===== src/rtl/cache_pkg.sv =====
// Shared definitions for the set-associative read cache: FSM state
// encodings, replacement policy selectors, the clog2 helper and the
// pseudo-random generator seed/taps.
package cache_pkg;

    localparam logic [1:0] S_IDLE   = 2'd0;
    localparam logic [1:0] S_LOOKUP = 2'd1;
    localparam logic [1:0] S_MREQ   = 2'd2;
    localparam logic [1:0] S_MWAIT  = 2'd3;

    localparam int REPL_LRU  = 0;
    localparam int REPL_RAND = 1;

    // x^8 + x^6 + x^5 + x^4 + 1, shifting left; feedback from bits 7,5,4,3
    localparam logic [7:0] LFSR_SEED = 8'hA5;
    localparam logic [7:0] LFSR_TAPS = 8'hB8;

    function automatic int clog2(input int n);
        int r;
        r = 0;
        while ((1 << r) < n) r++;
        return r;
    endfunction

endpackage


===== src/rtl/assoc_cache_ctrl_if.sv =====
// CPU load port and L2 fetch port of the read cache, bundled together.
// slave: the cache side. master: the CPU/L2 environment side.
interface assoc_cache_ctrl_if #(
    parameter int ADDR_W = 11,
    parameter int DATA_W = 32
);
    logic              req_valid;
    logic              req_ready;
    logic [ADDR_W-1:0] req_addr;
    logic              resp_valid;
    logic              resp_hit;
    logic [DATA_W-1:0] resp_data;
    logic              l2_req_valid;
    logic              l2_req_ready;
    logic [ADDR_W-1:0] l2_req_addr;
    logic              l2_resp_valid;
    logic [DATA_W-1:0] l2_resp_data;

    modport slave (
        input  req_valid, req_addr, l2_req_ready, l2_resp_valid, l2_resp_data,
        output req_ready, resp_valid, resp_hit, resp_data, l2_req_valid, l2_req_addr
    );

    modport master (
        output req_valid, req_addr, l2_req_ready, l2_resp_valid, l2_resp_data,
        input  req_ready, resp_valid, resp_hit, resp_data, l2_req_valid, l2_req_addr
    );
endinterface


===== src/rtl/cache_repl_sel.sv =====
// Replacement state for the read cache: per-set LRU ages plus a free-running
// 8-bit LFSR. Produces the fill victim for one set and takes an access update
// (set, way, strobe). A flush returns every age to 0.
module cache_repl_sel
    import cache_pkg::*;
#(
    parameter int NUM_SETS = 16,
    parameter int WAYS     = 2,
    parameter int REPL     = REPL_LRU,
    localparam int IDX_W   = clog2(NUM_SETS),
    localparam int AW      = (WAYS > 1) ? clog2(WAYS) : 1
) (
    input  logic             clk,
    input  logic             rst_n,
    input  logic             flush_i,
    input  logic [IDX_W-1:0] set_i,
    input  logic [WAYS-1:0]  valid_i,
    input  logic             upd_i,
    input  logic [IDX_W-1:0] upd_set_i,
    input  logic [AW-1:0]    upd_way_i,
    output logic [AW-1:0]    victim_o
);

    logic [7:0] lfsr_q;

    // LFSR advances every cycle, independent of traffic
    always_ff @(posedge clk or negedge rst_n) begin
        if (!rst_n) lfsr_q <= LFSR_SEED;
        else        lfsr_q <= {lfsr_q[6:0], ^(lfsr_q & LFSR_TAPS)};
    end

    if (WAYS > 1) begin : g_assoc
        logic [AW-1:0] age_q [NUM_SETS][WAYS];
        logic [AW-1:0] old_age;

        assign old_age = age_q[upd_set_i][upd_way_i];

        // Accessed way becomes youngest; ways younger than it age by one
        always_ff @(posedge clk or negedge rst_n) begin
            if (!rst_n) begin
                for (int s = 0; s < NUM_SETS; s++)
                    for (int w = 0; w < WAYS; w++) age_q[s][w] <= '0;
            end else if (flush_i) begin
                for (int s = 0; s < NUM_SETS; s++)
                    for (int w = 0; w < WAYS; w++) age_q[s][w] <= '0;
            end else if (upd_i) begin
                for (int w = 0; w < WAYS; w++) begin
                    if (AW'(w) == upd_way_i)
                        age_q[upd_set_i][w] <= AW'(WAYS - 1);
                    else if (age_q[upd_set_i][w] > old_age)
                        age_q[upd_set_i][w] <= age_q[upd_set_i][w] - AW'(1);
                end
            end
        end

        // Lowest invalid way first, then the policy's choice; the LFSR also
        // backs up LRU should the ages ever not contain a zero
        always_comb begin
            logic found;
            found    = 1'b0;
            victim_o = lfsr_q[AW-1:0];
            for (int w = 0; w < WAYS; w++) begin
                if (!found && !valid_i[w]) begin
                    victim_o = AW'(w);
                    found    = 1'b1;
                end
            end
            if (!found && REPL == REPL_LRU) begin
                for (int w = 0; w < WAYS; w++) begin
                    if (!found && age_q[set_i][w] == '0) begin
                        victim_o = AW'(w);
                        found    = 1'b1;
                    end
                end
            end
        end
    end else begin : g_direct
        assign victim_o = '0;
    end

endmodule


===== src/rtl/assoc_cache_ctrl.sv =====
// Set-associative read cache with a blocking miss engine.
// Optional build macro CACHE_STATS_EN adds saturating hit/miss counters
// (stat_hits/stat_misses), cleared on reset and on flush.
//
// state  | meaning
// IDLE   | ready for a request; executes a flush (live or pending) instead
// LOOKUP | tag compare on the latched address; hit responds here
// MREQ   | holding the line fetch request towards L2
// MWAIT  | waiting for the L2 fill word; fill and response in one cycle
module assoc_cache_ctrl
    import cache_pkg::*;
#(
    parameter int ADDR_W   = 11,
    parameter int DATA_W   = 32,
    parameter int OFFSET_W = 2,
    parameter int NUM_SETS = 16,
    parameter int WAYS     = 2,
    parameter int REPL     = REPL_LRU
) (
    input  logic               clk,
    input  logic               rst_n,
    input  logic               flush,
    assoc_cache_ctrl_if.slave  bus
`ifdef CACHE_STATS_EN
    ,
    output logic [31:0]        stat_hits,
    output logic [31:0]        stat_misses
`endif
);

    localparam int IDX_W  = clog2(NUM_SETS);
    localparam int AW     = (WAYS > 1) ? clog2(WAYS) : 1;
    localparam int LINE_W = ADDR_W - OFFSET_W;
    localparam int TAG_W  = LINE_W - IDX_W;

    logic [1:0]        state_q, state_d;
    logic [LINE_W-1:0] line_q, line_d;
    logic              flush_pend_q, flush_pend_d;
    logic              run_q;

    logic [WAYS-1:0]   valid_q [NUM_SETS];
    logic [TAG_W-1:0]  tag_q   [NUM_SETS][WAYS];
    logic [DATA_W-1:0] data_q  [NUM_SETS][WAYS];

    logic [IDX_W-1:0]  idx;
    logic [TAG_W-1:0]  tag_cur;
    logic              hit;
    logic [AW-1:0]     hit_way;
    logic [DATA_W-1:0] hit_data;
    logic [AW-1:0]     victim;
    logic              accept, do_flush, fill, lookup_hit, lookup_miss;
    logic              unused_offset;

    assign unused_offset = ^bus.req_addr[OFFSET_W-1:0];

    assign idx     = line_q[IDX_W-1:0];
    assign tag_cur = line_q[LINE_W-1:IDX_W];

    // Tag compare across all ways of the latched set
    always_comb begin
        hit      = 1'b0;
        hit_way  = '0;
        hit_data = '0;
        for (int w = 0; w < WAYS; w++) begin
            if (!hit && valid_q[idx][w] && tag_q[idx][w] == tag_cur) begin
                hit      = 1'b1;
                hit_way  = AW'(w);
                hit_data = data_q[idx][w];
            end
        end
    end

    assign do_flush    = (state_q == S_IDLE) && (flush || flush_pend_q);
    assign accept      = bus.req_valid && bus.req_ready;
    assign lookup_hit  = (state_q == S_LOOKUP) && hit;
    assign lookup_miss = (state_q == S_LOOKUP) && !hit;
    assign fill        = (state_q == S_MWAIT) && bus.l2_resp_valid;

    // run_q keeps req_ready low while reset is asserted
    assign bus.req_ready    = run_q && (state_q == S_IDLE) && !flush && !flush_pend_q;
    assign bus.resp_valid   = lookup_hit || fill;
    assign bus.resp_hit     = lookup_hit;
    assign bus.resp_data    = lookup_hit ? hit_data : (fill ? bus.l2_resp_data : '0);
    assign bus.l2_req_valid = (state_q == S_MREQ);
    assign bus.l2_req_addr  = (state_q == S_MREQ) ? {line_q, {OFFSET_W{1'b0}}} : '0;

    cache_repl_sel #(
        .NUM_SETS (NUM_SETS),
        .WAYS     (WAYS),
        .REPL     (REPL)
    ) u_repl (
        .clk       (clk),
        .rst_n     (rst_n),
        .flush_i   (do_flush),
        .set_i     (idx),
        .valid_i   (valid_q[idx]),
        .upd_i     (lookup_hit || fill),
        .upd_set_i (idx),
        .upd_way_i (lookup_hit ? hit_way : victim),
        .victim_o  (victim)
    );

    // Next-state, address latch and flush-pending bookkeeping
    always_comb begin
        state_d      = state_q;
        line_d       = line_q;
        flush_pend_d = flush_pend_q;
        if (do_flush)
            flush_pend_d = 1'b0;
        else if (flush && state_q != S_IDLE)
            flush_pend_d = 1'b1;
        case (state_q)
            S_IDLE:   if (accept) begin
                          state_d = S_LOOKUP;
                          line_d  = bus.req_addr[ADDR_W-1:OFFSET_W];
                      end
            S_LOOKUP: state_d = hit ? S_IDLE : S_MREQ;
            S_MREQ:   if (bus.l2_req_ready) state_d = S_MWAIT;
            S_MWAIT:  if (bus.l2_resp_valid) state_d = S_IDLE;
            default:  state_d = S_IDLE;
        endcase
    end

    // Control registers
    always_ff @(posedge clk or negedge rst_n) begin
        if (!rst_n) begin
            state_q      <= S_IDLE;
            line_q       <= '0;
            flush_pend_q <= 1'b0;
            run_q        <= 1'b0;
        end else begin
            state_q      <= state_d;
            line_q       <= line_d;
            flush_pend_q <= flush_pend_d;
            run_q        <= 1'b1;
        end
    end

    // Valid bits: cleared by reset/flush, set by a fill of the victim way
    always_ff @(posedge clk or negedge rst_n) begin
        if (!rst_n) begin
            for (int s = 0; s < NUM_SETS; s++) valid_q[s] <= '0;
        end else if (do_flush) begin
            for (int s = 0; s < NUM_SETS; s++) valid_q[s] <= '0;
        end else if (fill) begin
            valid_q[idx][victim] <= 1'b1;
        end
    end

    // Tag and data storage; contents are meaningless while the valid bit is 0
    always_ff @(posedge clk) begin
        if (fill) begin
            tag_q[idx][victim]  <= tag_cur;
            data_q[idx][victim] <= bus.l2_resp_data;
        end
    end

`ifdef CACHE_STATS_EN
    logic [31:0] hits_q, misses_q;

    // Saturating lookup statistics
    always_ff @(posedge clk or negedge rst_n) begin
        if (!rst_n) begin
            hits_q   <= '0;
            misses_q <= '0;
        end else if (do_flush) begin
            hits_q   <= '0;
            misses_q <= '0;
        end else begin
            if (lookup_hit && hits_q != '1)    hits_q   <= hits_q + 32'd1;
            if (lookup_miss && misses_q != '1) misses_q <= misses_q + 32'd1;
        end
    end

    assign stat_hits   = hits_q;
    assign stat_misses = misses_q;
`endif

endmodule


===== src/flat_wrapper.sv =====
// flat-port wrapper written by rule: the top's interface ports become plain ports
module assoc_cache_ctrl_flat import cache_pkg::*;
#(
    parameter int ADDR_W   = 11,
    parameter int DATA_W   = 32,
    parameter int OFFSET_W = 2,
    parameter int NUM_SETS = 16,
    parameter int WAYS     = 2,
    parameter int REPL     = REPL_LRU
)
  (clk, rst_n, flush, bus_req_valid, bus_req_addr, bus_l2_req_ready, bus_l2_resp_valid, bus_l2_resp_data, bus_req_ready, bus_resp_valid, bus_resp_hit, bus_resp_data, bus_l2_req_valid, bus_l2_req_addr);
  assoc_cache_ctrl_if #(.ADDR_W(ADDR_W), .DATA_W(DATA_W)) bus_i ();
  input  logic clk;
  input  logic rst_n;
  input  logic flush;
  input wire logic [$bits(bus_i.req_valid)-1:0] bus_req_valid;
  input wire logic [$bits(bus_i.req_addr)-1:0] bus_req_addr;
  input wire logic [$bits(bus_i.l2_req_ready)-1:0] bus_l2_req_ready;
  input wire logic [$bits(bus_i.l2_resp_valid)-1:0] bus_l2_resp_valid;
  input wire logic [$bits(bus_i.l2_resp_data)-1:0] bus_l2_resp_data;
  output wire logic [$bits(bus_i.req_ready)-1:0] bus_req_ready;
  output wire logic [$bits(bus_i.resp_valid)-1:0] bus_resp_valid;
  output wire logic [$bits(bus_i.resp_hit)-1:0] bus_resp_hit;
  output wire logic [$bits(bus_i.resp_data)-1:0] bus_resp_data;
  output wire logic [$bits(bus_i.l2_req_valid)-1:0] bus_l2_req_valid;
  output wire logic [$bits(bus_i.l2_req_addr)-1:0] bus_l2_req_addr;
  assign bus_i.req_valid = bus_req_valid;
  assign bus_i.req_addr = bus_req_addr;
  assign bus_i.l2_req_ready = bus_l2_req_ready;
  assign bus_i.l2_resp_valid = bus_l2_resp_valid;
  assign bus_i.l2_resp_data = bus_l2_resp_data;
  assign bus_req_ready = bus_i.req_ready;
  assign bus_resp_valid = bus_i.resp_valid;
  assign bus_resp_hit = bus_i.resp_hit;
  assign bus_resp_data = bus_i.resp_data;
  assign bus_l2_req_valid = bus_i.l2_req_valid;
  assign bus_l2_req_addr = bus_i.l2_req_addr;
  assoc_cache_ctrl #(.ADDR_W(ADDR_W), .DATA_W(DATA_W), .OFFSET_W(OFFSET_W), .NUM_SETS(NUM_SETS), .WAYS(WAYS), .REPL(REPL)) u_core (.clk(clk), .rst_n(rst_n), .flush(flush), .bus(bus_i));
endmodule

===== config.mk =====
export PLATFORM = sky130hd
export DESIGN_NAME = assoc_cache_ctrl_flat
export DESIGN_NICKNAME = d
export VERILOG_FILES = /design/src/rtl/cache_pkg.sv /design/src/rtl/assoc_cache_ctrl_if.sv /design/src/rtl/cache_repl_sel.sv /design/src/rtl/assoc_cache_ctrl.sv /design/src/flat_wrapper.sv
export SDC_FILE = /design/constraint.sdc
export NUM_CORES = 1
export LEC_CHECK = 0
export ABC_AREA = 1
export BUFFER_PORTS_ARGS = -buffer_cell sky130_fd_sc_hd__buf_4
export CAP_MARGIN = 20
export CORE_ASPECT_RATIO = 0.6
export CORE_UTILIZATION = 47
export DETAILED_ROUTE_END_ITERATION = 10
export SLEW_MARGIN = 10
export SYNTH_ARGS = -nofsm -noshare
export SYNTH_HDL_FRONTEND = slang
export SYNTH_SLANG_ARGS = --single-unit

===== constraint.sdc =====
create_clock -name clk -period 12.2 [get_ports clk]
set_input_delay 0.61 -clock clk [delete_from_list [all_inputs] [get_ports clk]]
set_output_delay 0.61 -clock clk [all_outputs]
set_load 0.03 [all_outputs]

Yosys cells after proc, flatten, opt, wreduce, memory -nomap -nowiden
Memories as Yosys holds them, arrays and structs flattened. Cells that the tools add are included.

Bits in registers: 85. Bits in writable memories: 1184. Input port bits: 49. Memories: 2.

$add $sub $neg: 2. $lt $le $gt $ge: 9. Eq/ne operators: 8. Multiplexer cells: 61. Bitwise gates (word level): 8. Reductions and logical operators: 33.

Memories: u_core.data_q (depth 16, width 64, rd ports 1, clocked after memory_dff 0, write ports 1, line assoc_cache_ctrl.sv:43) `logic [DATA_W-1:0] data_q [NUM_SETS][WAYS];`; u_core.tag_q (depth 16, width 10, rd ports 1, clocked after memory_dff 0, write ports 1, line assoc_cache_ctrl.sv:42) `logic [TAG_W-1:0] tag_q [NUM_SETS][WAYS];`.

Operator list (number): $mux W32 (15); $or A32 B32 Y32 (3); $bwmux W32 (2); $mux W64 (1); $demux W32 S1 (1); $demux W2 S4 (3); $mux W1 (21); $mux W2 (10); $logic_and A1 B1 Y1 (17); $bmux W2 S4 (2); $mux W11 (1); $eq A5 B5 Y1 (2); $mux W10 (1); $pmux W2 S4 (1); $reduce_bool A2 Y1 (4); $reduce_xor A8 Y1 (1); $logic_not A1 Y1 (6); $demux W5 S1 (1); $ge A5 B5 Y1 const B (1); $lt A5 B1 Y1 const B (1); $mux W5 (1); $not A4 Y5 (1); $eq A2 B2 Y1 const B (2); $ge A2 B2 Y1 const B (2); 15 further kinds (21).

Depth between registers and ports, before layout
Depth in word-level cells: 30. Depth in mapped cells: 24. Gate-level depth less buffers: 20.

Cells and area by module
Synthesis repeated with hierarchy kept, for this count alone.

Cell total of the unflattened synthesis: 3845. Area total of the unflattened synthesis: 50230.7 um2.

By module, submodules not included: assoc_cache_ctrl (times used 1, cells an instance 3347, area an instance 47041.4 um2); cache_repl_sel (times used 1, cells an instance 498, area an instance 3189.3 um2).

Worst setup path after synthesis
Ideal clock, no wire load.

Path type: reg-to-reg. Start: register u_core.line_q[0]. End: memory u_core.data_q[12][32] (netlist name) (enable). Arrival time: 4.323 ns. Data required time: 11.720 ns. Setup slack: 7.397 ns. Stages on the path, launching flop included: 12. Cell sequence: dfrtp_1 buf_4 nand2_1 buf_2 o22ai_1 o21ai_1 nand2_1 o21ai_2 nand3_1 nand2_2 inv_2 nor3_1.

Longest elaborated chain between the ends: 21.

RTL lines: start, declared (line assoc_cache_ctrl.sv:37) `logic [LINE_W-1:0] line_q, line_d;`; start signal, assigned (line assoc_cache_ctrl.sv:133) `line_q <= line_d;`; $not A4 Y5 (implied by the code) (line cache_repl_sel.sv:70, assoc_cache_ctrl.sv:96); $bmux W2 S4 (line assoc_cache_ctrl.sv:96) `.valid_i (valid_q[idx]),`; $mux W2 (implied by the code) (2 in a row) (line assoc_cache_ctrl.sv:96); $logic_not A1 Y1 (line cache_repl_sel.sv:63) `if (!found && !valid_i[w]) begin`; $logic_and A1 B1 Y1 (line cache_repl_sel.sv:63); $mux W1 (line cache_repl_sel.sv:63); $logic_not A1 Y1 (line cache_repl_sel.sv:70) `if (!found && age_q[set_i][w] == '0) begin`; $logic_and A1 B1 Y1 (line cache_repl_sel.sv:70); (+4 left out); $mux W1 (line cache_repl_sel.sv:70); $mux W1 (line cache_repl_sel.sv:68) `if (!found && REPL == REPL_LRU) begin`; $not A1 Y2 (implied by the code) (line assoc_cache_ctrl.sv:154) `data_q[idx][victim] <= bus.l2_resp_data;`; $ge A2 B2 Y1 (implied by the code) or $lt A2 B1 Y1 (tied branches) (line assoc_cache_ctrl.sv:154); $logic_and A1 B1 Y1 (implied by the code) (line assoc_cache_ctrl.sv:154); $mux W32 (implied by the code) (line assoc_cache_ctrl.sv:154); $demux W32 S1 (line assoc_cache_ctrl.sv:154); $mux W64 (implied by the code) (line assoc_cache_ctrl.sv:154); end, declared (line assoc_cache_ctrl.sv:43).

Parallel ways exist; a longest one is shown, timed or not. The select of a mux whose other input is x is not followed.

Worst setup path after layout
Start: register u_core.line_q[0]. End: output port bus_resp_data[23].

Longest elaborated chain between the ends: 12.

RTL lines: parallel branches: the longest is 11 deep, another holds $mem_v2 Z16 W10; $mux W32 (*) (line assoc_cache_ctrl.sv:83) `assign bus.resp_data = lookup_hit ? hit_data : (fill ? bus.l2_resp_data : '0);`; end, declared (line flat_wrapper.sv:24) `output wire logic [$bits(bus_i.resp_data)-1:0] bus_resp_data;`.

Mark *: on every way between the ends. The select of a mux whose other input is x is not followed.

==> flow_summary.ini <==
[run_status]
outcome = completed

[finish]
nets = 3562
final_common_cell = edfxtp_1
antennaDiodeCount = 0
synthToLayoutAreaGrowth_pct = 12.3
final_cell_mix = 1184 x edfxtp_1, 590 x nand2_1, 285 x o22ai_1
drive_gt1_share_pct = 11.6
instances_no_fill = 5005

[worst_setup_path]
rrSetupSlack_ps = 5150
cp.required_ps = 11590
end_kind = primary output
cp_max_fo = 87
path_class = flop to primary output
start_kind = flop
cp.arrival_ps = 7390

[timing]
timing.hold.ws_ps = 85.4
setup_viol = 0
period_share_pct = 65.5
fmaxAchievable_mhz = 125
final.min_clock_period_ps = 8000
tns_ps = 0
skew_ps = 35.9
maxSlewHeadroom_pct = 20.9
worst_pin_slew_ps = 1190
rsz0062_at_grt = no
drv_slew = 0
finalHoldViolations = 0

[yosys]
syn_area_sq_um = 48900
yosys.area.top_type = edfxtp_1
ys.flop_type = edfxtp_1
avgSynthCellArea_sq_um = 14.2
ys_seq_area_share_pct = 77.1
post-synth-top-area-fraction_pct = 72.7
syn_inst = 3456
yosysUniqueCellTypes = 40
synth_edf_count = 1184
ys_top_cells_by_area = edfxtp_1 73%, nand2_1 4.5%, dfrtp_1 4.1%
ys_warn_count = 0
synth_seq_cells = 1269
async_flop_share_pct = 6.70

[min_path]
worst_hold_path_type = primary input to flop

[power_and_ir_drop]
p_leak_nw = 18.3
vdd_drop_max_v = 0.000171
p_total_mw = 12.1
power-per-cell-area_nw_per_um2 = 220

[floorplanning]
die_y_um = 252
die_w_um = 418
io_pins = 96
rows = 91
die_area_sq_um = 105000
start_util_pct = 47.5
coreArea_sq_um = 103000

[grt]
grtUsageTotal_pct = 26.0
grt_first_pass_wirelength_um = 198000
grt_pass1_vias = 28300
antenna_found_initial = 1
grt_max_degree = 104
grt-ovfl-total = 0

[clocking]
postCtsResizedCells = 0
cts_setup_buffers = 0
htreeDepth = 3
ctsHoldBuffers = 1
cts_buffer_depth = 3
clk_latency_ps = 750
cts_root_buf = clkbuf_16
cts.sinks = 1269
cts_made_buffers = 113
cts.clk_slew.worst_paths_ps = 60
cts_tree = yes

[drt]
ant_nets = 0
wl_per_cell_um = 27.5
drt_iter0_markers = 4027
routed_via_density = 6.03
route.detailed.drc = 0
vias = 30200
dr.pass1.iters = 5
routed_wl_um = 138000

[place]
place.gp.congestion = 0.807
port_buffers = 91
dp_cells = 4791
dpl.hpwl_um = 69800

[run]
max_cap_viol_count = 0
==> critical path, stage by stage (launching register included) <==
cell     delay (ps)
dfrtp_2         870
nand2_4         610
inv_6           830
buf_4           760
nand2_1         110
nand4_1         130
nand2_1          80
nand2_1         120
inv_2            30
nand2_1         210
nand2_1         100
nor2_1          120
nand3_2          90
buf_4           330
nand2_2         200
nand2_2          60
buf_4           300
inv_2           930
a21oi_1          70
a21oi_1         360
buf_4           250
==> layout make-up <==
class                   instances  area, sq um
clock buffers                 133         2920
clock inverters                79          714
fillers                      8540        48000
inverters                      77          304
multi-input cells            1886        10300
flip-flops and latches       1269        37700
well taps                    1395         1750
repair buffers                166         1280
==> synth_stat cells (11+ instances only) <==
cell type / instances
a21oi_1: 180
a22o_1: 11
a22oi_1: 257
a31oi_1: 30
buf_1: 28
buf_2: 32
buf_4: 12
clkbuf_1: 148
dfrtp_1: 81
edfxtp_1: 1184
inv_1: 58
nand2_1: 592
nand3_1: 72
nand4_1: 18
nor2_1: 152
nor3_1: 13
nor4_1: 11
o2111ai_1: 16
o211ai_2: 14
o21a_1: 12
o21ai_0: 144
o21ai_1: 21
o22ai_1: 285
o41ai_1: 21
or2_2: 16
==> metal layers <==
| metal | track usage (%) | wire [um] | vias up |
|---|---|---|---|
| li1 | - | - | 13400 |
| met1 | 39.1 | 60200 | 15100 |
| met2 | 36.4 | 58500 | 1571 |
| met3 | 8.22 | 16500 | 172 |
| met4 | 6.32 | 2710 | 2 |
| met5 | 0 | 17 | - |
==> logic make-up (layout without fill, tap and decap cells) <==
group                     count (synthesis)  in the layout  share of synthesized area (%)
xor gates and xnor gates                  3              3                         0.0537
buffers and inverters                   302            455                           2.57
DFF                                    1269           1269                           77.1
and+or+nand+nor                         886            886                           7.36
AOI/OAI and AO/OA                       994            994                           13.0
other                                     2              3                         0.0154
==> through the flow <==
step | cell area, sq um | util (%) | setup slack [ps]
2_1_floorplan | 48900 | - | 7400
3_3_place_gp | 51200 | 49.8 | 5090
3_5_place_dp | 51200 | 49.8 | 5060
4_1_cts | 54900 | 53.3 | 4280
5_1_grt | 54900 | 53.4 | 3820
6_report | 54900 | 53.4 | 4200
==> where the power goes <==
part	switching (mW)	total [mW]	internal [mW]	leakage, nW
registers	0.110	5.07	4.96	11.8
clock network	1.60	3.56	1.96	1.77
logic	2.54	3.43	0.893	4.79
==> state kept, by name, summed over array words and instances (netlist names), named ones only <==
name	cells
u_core.valid_q	32
u_core.tag_q	160
u_core.run_q	1
u_core.data_q	1024
u_core.line_q	9
u_core.state_q	1
u_core.flush_pend_q	1
u_core.u_repl.lfsr_q	8
u_core.u_repl.g_assoc.age_q	32
==> final timing paths <==
kind / start / end / cells past startpoint
setup / recovery: u_core.line_q[0]$_DFFE_PN0P_ / bus_resp_data[23] / 20
hold / removal: bus_req_addr[7] / u_core.line_q[5]$_DFFE_PN0P_ / 3
setup reg to reg: u_core.line_q[0]$_DFFE_PN0P_ / u_core.data_q[4][43]$_DFFE_PP_ / 17
hold reg to reg: u_core.u_repl.lfsr_q[1]$_DFF_PN0_ / u_core.u_repl.lfsr_q[2]$_DFF_PN1_ / 0
max in group asynchronous: rst_n / u_core.u_repl.lfsr_q[1]$_DFF_PN0_ / 3
min in group asynchronous: rst_n / u_core.line_q[5]$_DFFE_PN0P_ / 2
No activity file was read; power rests on OpenSTA's default activity.
